### config.mk
export PLATFORM = sky130hd
export DESIGN_NAME = intr_entry_seq
export DESIGN_NICKNAME = d
export VERILOG_FILES = /design/src/rtl/intr_entry_seq.sv
export SDC_FILE = /design/constraint.sdc
export NUM_CORES = 1
export LEC_CHECK = 0
export ABC_AREA = 1
export CAP_MARGIN = 10
export CORE_UTILIZATION = 41
export CTS_CLUSTER_DIAMETER = 30
export DETAILED_ROUTE_END_ITERATION = 12
export GPL_TIMING_DRIVEN = 0
export PLACE_DENSITY_LB_ADDON = 0.2
export REMOVE_ABC_BUFFERS = 1
export SYNTH_ARGS = -nofsm -noshare
export SYNTH_HDL_FRONTEND = slang
export SYNTH_SLANG_ARGS = --single-unit
### constraint.sdc
create_clock -name clk -period 1.5 [get_ports clk]
set_clock_uncertainty 0.2 [all_clocks]
set_input_delay 0.225 -clock clk [delete_from_list [all_inputs] [get_ports clk]]
set_output_delay 0.225 -clock clk [all_outputs]
set_load 0.05 [all_outputs]
### src/rtl/intr_entry_seq.sv
// Interrupt entry / rfi return sequencer: saves PC/MSR to SRR0/SRR1, masks MSR and
// redirects fetch to the vector, or restores MSR from SRR1 and jumps to SRR0 on rfi.
module intr_entry_seq #(
  parameter int               EXC_W        = 4,
  parameter logic [9:0]       SRR0_ADDR    = 10'd26,
  parameter logic [9:0]       SRR1_ADDR    = 10'd27,
  parameter logic [31:0]      MSR_CLR_MASK = 32'hFFFF_3FCF,
  parameter logic [EXC_W-1:0] PROG_CODE    = EXC_W'(6)
) (
  input  logic             clk,
  input  logic             rst,
  input  logic [EXC_W-1:0] excepCode,
  input  logic [31:0]      intrEntryAddr,
  input  logic [2:0]       progErrCode,
  input  logic [31:0]      pc_cur,
  input  logic [31:0]      MSR,
  input  logic             rfi_req,
  input  logic [31:0]      spr_rd,
  output logic [9:0]       spr_addr,
  output logic [31:0]      spr_wd,
  output logic             spr_wr,
  output logic             msr_wr,
  output logic [31:0]      msr_wd,
  output logic             flush,
  output logic             pc_redirect,
  output logic [31:0]      pc_target,
  output logic             ack,
  output logic             rfi_done,
  output logic             busy
);

  typedef enum logic [3:0] {
    IDLE, FLUSH, SAVE0, SAVE1, SETMSR, VECT, DONE,
    RFI0, RFI1, RFI_MSR, RFI_JMP
  } state_t;

  state_t           state, state_next;
  logic [EXC_W-1:0] code_lat;
  logic [31:0]      entry_lat, pc_lat, msr_lat, srr0_lat, srr1_lat;
  logic [2:0]       perr_lat;
  logic [31:0]      srr1_save;

  always_ff @(posedge clk) begin
    if (!rst) begin
      state     <= IDLE;
      code_lat  <= '0;
      entry_lat <= '0;
      pc_lat    <= '0;
      msr_lat   <= '0;
      perr_lat  <= '0;
      srr0_lat  <= '0;
      srr1_lat  <= '0;
    end else begin
      state <= state_next;
      if (state == IDLE && excepCode != '0) begin
        code_lat  <= excepCode;
        entry_lat <= intrEntryAddr;
        pc_lat    <= pc_cur;
        msr_lat   <= MSR;
        perr_lat  <= progErrCode;
      end
      if (state == RFI0) srr0_lat <= spr_rd;
      if (state == RFI1) srr1_lat <= spr_rd;
    end
  end

  // MSR bits 11..13 in big-endian [0:31] numbering sit at little-endian indices 20..18.
  always_comb begin
    srr1_save = msr_lat;
    if (code_lat == PROG_CODE) srr1_save[20:18] = perr_lat;
  end

  always_comb begin
    state_next  = state;
    spr_addr    = '0;
    spr_wd      = '0;
    spr_wr      = 1'b0;
    msr_wr      = 1'b0;
    msr_wd      = '0;
    flush       = 1'b0;
    pc_redirect = 1'b0;
    pc_target   = '0;
    ack         = 1'b0;
    rfi_done    = 1'b0;
    busy        = (state != IDLE);
    case (state)
      IDLE: begin
        if (excepCode != '0) state_next = FLUSH;
        else if (rfi_req)    state_next = RFI0;
      end
      FLUSH: begin
        flush      = 1'b1;
        state_next = SAVE0;
      end
      SAVE0: begin
        spr_wr     = 1'b1;
        spr_addr   = SRR0_ADDR;
        spr_wd     = pc_lat;
        state_next = SAVE1;
      end
      SAVE1: begin
        spr_wr     = 1'b1;
        spr_addr   = SRR1_ADDR;
        spr_wd     = srr1_save;
        state_next = SETMSR;
      end
      SETMSR: begin
        msr_wr     = 1'b1;
        msr_wd     = msr_lat & MSR_CLR_MASK;
        state_next = VECT;
      end
      VECT: begin
        pc_redirect = 1'b1;
        pc_target   = entry_lat;
        ack         = 1'b1;
        state_next  = DONE;
      end
      DONE: state_next = IDLE;
      RFI0: begin
        spr_addr   = SRR0_ADDR;
        state_next = RFI1;
      end
      RFI1: begin
        spr_addr   = SRR1_ADDR;
        state_next = RFI_MSR;
      end
      RFI_MSR: begin
        msr_wr     = 1'b1;
        msr_wd     = srr1_lat;
        state_next = RFI_JMP;
      end
      RFI_JMP: begin
        pc_redirect = 1'b1;
        pc_target   = srr0_lat;
        rfi_done    = 1'b1;
        state_next  = IDLE;
      end
      default: state_next = IDLE;
    endcase
  end

endmodule

==> reports/qor.yml <==
timing:
  worst_pin_slew_ns: 0.715
  final_hold_violations: 0
  postLayoutSetupSlackWorst_ns: -1.05
  grt_setup_unrepaired: "true"
  totalNegativeSetupSlack_ns: -152.78
  finalCritPeriodShare: 1.70
  setup_viol_count_final: 278
  drv_slew: 0
  timing.slew.headroom: 0.523
  fmaxAchievable_mhz: 392
  fin_crit_ns: 2.55
synth:
  synth.top_cell.area_share: 0.459
  compound_cell_area_share_of_the_yosys_netlist: 0.159
  avgSynthCellArea_um2: 6.91
  yosysMostFrequentCell: "sky130_fd_sc_hd__nand2_1"
  synthFlopType: "sky130_fd_sc_hd__dfxtp_1"
  synth_edf_count: 0
  netlist_top_cells_area: "sky130_fd_sc_hd__dfxtp_1 46%, sky130_fd_sc_hd__nand2_1 13%, sky130_fd_sc_hd__nand3_1 8.7%, sky130_fd_sc_hd__a21oi_1 7.3%, sky130_fd_sc_hd__nor2_1 7.2%"
  synth_xor_area_frac: 0
  yosys_warnings: 0
  yosys-mux-area-fraction: 0
  post_synth_and_or_nand_nor_area_fraction: 0.295
  sequential_element_share_of_the_synthesized_area: 0.459
  synth_top_family_by_area: "simple AND/OR/NAND/NOR gates"
  total_of_flip_flops_plus_latches_after_synthesis: 171
  synthesis.area_um2: 7450
  synthArstFlopShare: 0
  post_synth_inst_count: 1078
  post_synth_num_cell_types: 21
  netlist_top_cells_count: "256 x sky130_fd_sc_hd__nand2_1, 171 x sky130_fd_sc_hd__dfxtp_1, 143 x sky130_fd_sc_hd__nor2_1, 130 x sky130_fd_sc_hd__nand3_1, 108 x sky130_fd_sc_hd__a21oi_1"
  netlist.top_cell.by_area: "sky130_fd_sc_hd__dfxtp_1"
  synth_fa_ha_area_frac: 0
critical_path:
  crit_path_top_cell_by_count: "sky130_fd_sc_hd__buf_8"
  timing.critical_path.slowest_stage_cell: "sky130_fd_sc_hd__dfxtp_4"
  cp_top_family: "buffers and inverters"
  endpoint_kind: "output port"
  cpPeakStageDelay_ns: 0.36
  path_depth: 9
  worstSetupStartpointType: "register"
  timing.critical_path.required_ns: 1.07
  r2r_end: "srr1_lat[27]"
  crit_buf_inv: 6
  reg2reg_setup_slack_ns: -0.69
  crit_type: "register to output port"
  timing.critical_path.from: "state[3]"
  timing.critical_path.cells: "buf_6, nor2_4, buf_12, buf_8, nand2_8, buf_16, nand4_1, buf_4, buf_8"
  reg2reg_depth: 7
  crit_path_max_fanout: 3
  timing.critical_path.arrival_ns: 2.13
  r2r-start: "state[1]"
global_route:
  globalRoute.totalOverflow: 0
  grt_pass1_vias: 7934
  grt_start_max_net_pins: 78
  grt_antenna_before_repair: 2
  grt_pass1_wl_um: 44100
  globalRouteTotalUtil: 0.320
clock_tree:
  clock_latency_ns: 0.45
  tritoncts.num_buffers: 17
  clockRootBuffer: "sky130_fd_sc_hd__clkbuf_16"
  tritoncts: "built"
  tritoncts_num_sinks: 171
  cts_htree_levels: 4
  holdBufCountCts: 0
  largest_buffer_count_on_any_clock_path: 2
  clk_transition_reported_paths_ns: 0.07
place:
  dpl_cell_area_um2: 9970
  pre_cts_slack_ns: -2.16
  dp_hpwl_um: 14900
  place_congestion: 0.801
  cell_count_post_placement: 1469
  placement.io_buffers: 244
floorplan:
  die_height_um: 137
  fp.dieW_um: 137
  num_io_pins: 251
  die_area_um2: 18700
  initial_standard_cell_utilization_of_the_core: 0.425
  placementRows: 48
  core_area_um2: 17500
hold_path:
  hp-class: "input pin to register"
  worst_hold_startpoint: "MSR[0]"
  min_delay_worst_endpoint: "msr_lat[0]"
  holdPathStages: 3
drt:
  detail_route.iter0.violations: 1079
  first_pass_iters: 8
  vias_per_cell: 5.87
  routed.top_layer: "met4"
  met3WireLength_um: 5330
  detail_route.wirelength.met1_um: 14300
  wl_met2_um: 18500
  totalWireLength_um: 40800
  detail_route.wl_per_cell_um: 25.0
  route.vias.total: 9586
  post-route-drc-count: 0
  ant_nets: 0
finish:
  finalNonFillerCells: 1632
  numnets_final: 1531
  syn_to_final_growth_pct: 87.1
  final_layout_size_suffix_gt1_frac: 0.341
  final_cell_area_um2: 13900
power:
  p_per_cell_area_nw_per_um2: 1050
  leakagePower_nw: 5.93
  worst_ir_drop_vdd_mv: 0.889
run_status:
  failed_checks: "negative setup slack"
  status: "complete, but fails checks"
job:
  max-cap-violations: 0
-- worst max path at each step --
| stage | to | slack, ns |
|---|---|---|
| 2_1_floorplan | code_lat[0] | -2.40 |
| 3_3_place_gp | pc_lat[13] | -5.48 |
| 3_5_place_dp | spr_addr[3] | -2.16 |
| 4_1_cts | pc_target[12] | -0.94 |
| 5_1_grt | spr_addr[4] | -1.04 |
| 6_report | spr_addr[4] | -1.05 |
-- cell usage in the layout, fill, tap and decap left out, types with 8 or more instances in the layout --
| master | synthesis | layout |
|---|---|---|
| sky130_fd_sc_hd__nand2_8 | 0 | 14 |
| sky130_fd_sc_hd__nor2_2 | 2 | 12 |
| sky130_fd_sc_hd__o21ai_1 | 50 | 29 |
| sky130_fd_sc_hd__o21ai_4 | 0 | 14 |
| sky130_fd_sc_hd__buf_6 | 2 | 97 |
| sky130_fd_sc_hd__a21oi_1 | 108 | 103 |
| sky130_fd_sc_hd__buf_8 | 0 | 43 |
| sky130_fd_sc_hd__nor2_1 | 143 | 121 |
| sky130_fd_sc_hd__nor2_4 | 1 | 15 |
| sky130_fd_sc_hd__buf_12 | 0 | 35 |
| sky130_fd_sc_hd__dfxtp_1 | 171 | 167 |
| sky130_fd_sc_hd__nand2_1 | 256 | 168 |
| sky130_fd_sc_hd__nand2_2 | 2 | 35 |
| sky130_fd_sc_hd__o21ai_0 | 72 | 32 |
| sky130_fd_sc_hd__buf_4 | 21 | 36 |
| sky130_fd_sc_hd__nand3_1 | 130 | 122 |
| sky130_fd_sc_hd__nand3_2 | 0 | 8 |
| sky130_fd_sc_hd__o21ai_2 | 0 | 47 |
| sky130_fd_sc_hd__clkbuf_16 | 0 | 27 |
| sky130_fd_sc_hd__nand2_4 | 0 | 48 |
| sky130_fd_sc_hd__clkdlybuf4s50_1 | 0 | 136 |
| sky130_fd_sc_hd__inv_1 | 35 | 33 |
-- state kept, by name, indices dropped and copies added, names as in the netlist --
signal,flops
perr_lat,3
state,4
srr1_lat,32
msr_lat,32
pc_lat,32
entry_lat,32
srr0_lat,32
code_lat,4
-- layout make-up --
| class | instances | area (um^2) |
|---|---|---|
| flip-flops and latches | 171 | 3440 |
| fillers | 1114 | 3600 |
| repair inverters | 8 | 171 |
| inverters | 44 | 280 |
| diodes | 1 | 2.50 |
| clock inverters | 9 | 136 |
| repair buffers | 366 | 4530 |
| clock buffers | 23 | 468 |
| well taps | 225 | 282 |
| multi-input cells | 785 | 4630 |
-- power breakdown --
part | internal, mW | switching [mW] | total (mW)
registers | 4.92 | 0.294 | 5.22
clock network | 2.72 | 1.96 | 4.68
logic | 1.95 | 2.76 | 4.71
total | 9.60 | 5.01 | 14.6
-- through the flow --
step	hold WS, ns	power (mW)	util
floorplan	0.161	6.66	-
global placement	0.242	7.70	0.554
detailed placement	0.249	7.86	0.568
CTS	0.0964	13.0	0.684
global route	0.173	14.9	0.795
finish	0.154	14.6	0.795
-- tightest hold or removal path, cell delays in order --
cell and delay (ns):
sky130_fd_sc_hd__clkdlybuf4s50_1 0.39, sky130_fd_sc_hd__nand3_1 0.08, sky130_fd_sc_hd__a21oi_1 0.05
-- layer usage --
metal,global-route usage,vias up
li1,-,4157
met1,0.390,4507
met2,0.516,706
met3,0.0915,216
met4,0.154,0
met5,0,-
-- cells by family (layout without fill, tap and decap cells) --
family | after synthesis | count (layout)
flip-flops | 171 | 171
AND/OR/NAND/NOR | 536 | 545
buffers and inverters | 136 | 450
AO/OA/AOI/OAI | 234 | 234
other | 1 | 7
-- what timing repair did --
item	4_1_cts	5_1_grt
cloned	11	22
pin swaps	14	80
gates resized for setup	935	337
setup buffers	58	45
setup endpoints to repair	278	278
Note: power is estimated with default switching activity, not from simulation.
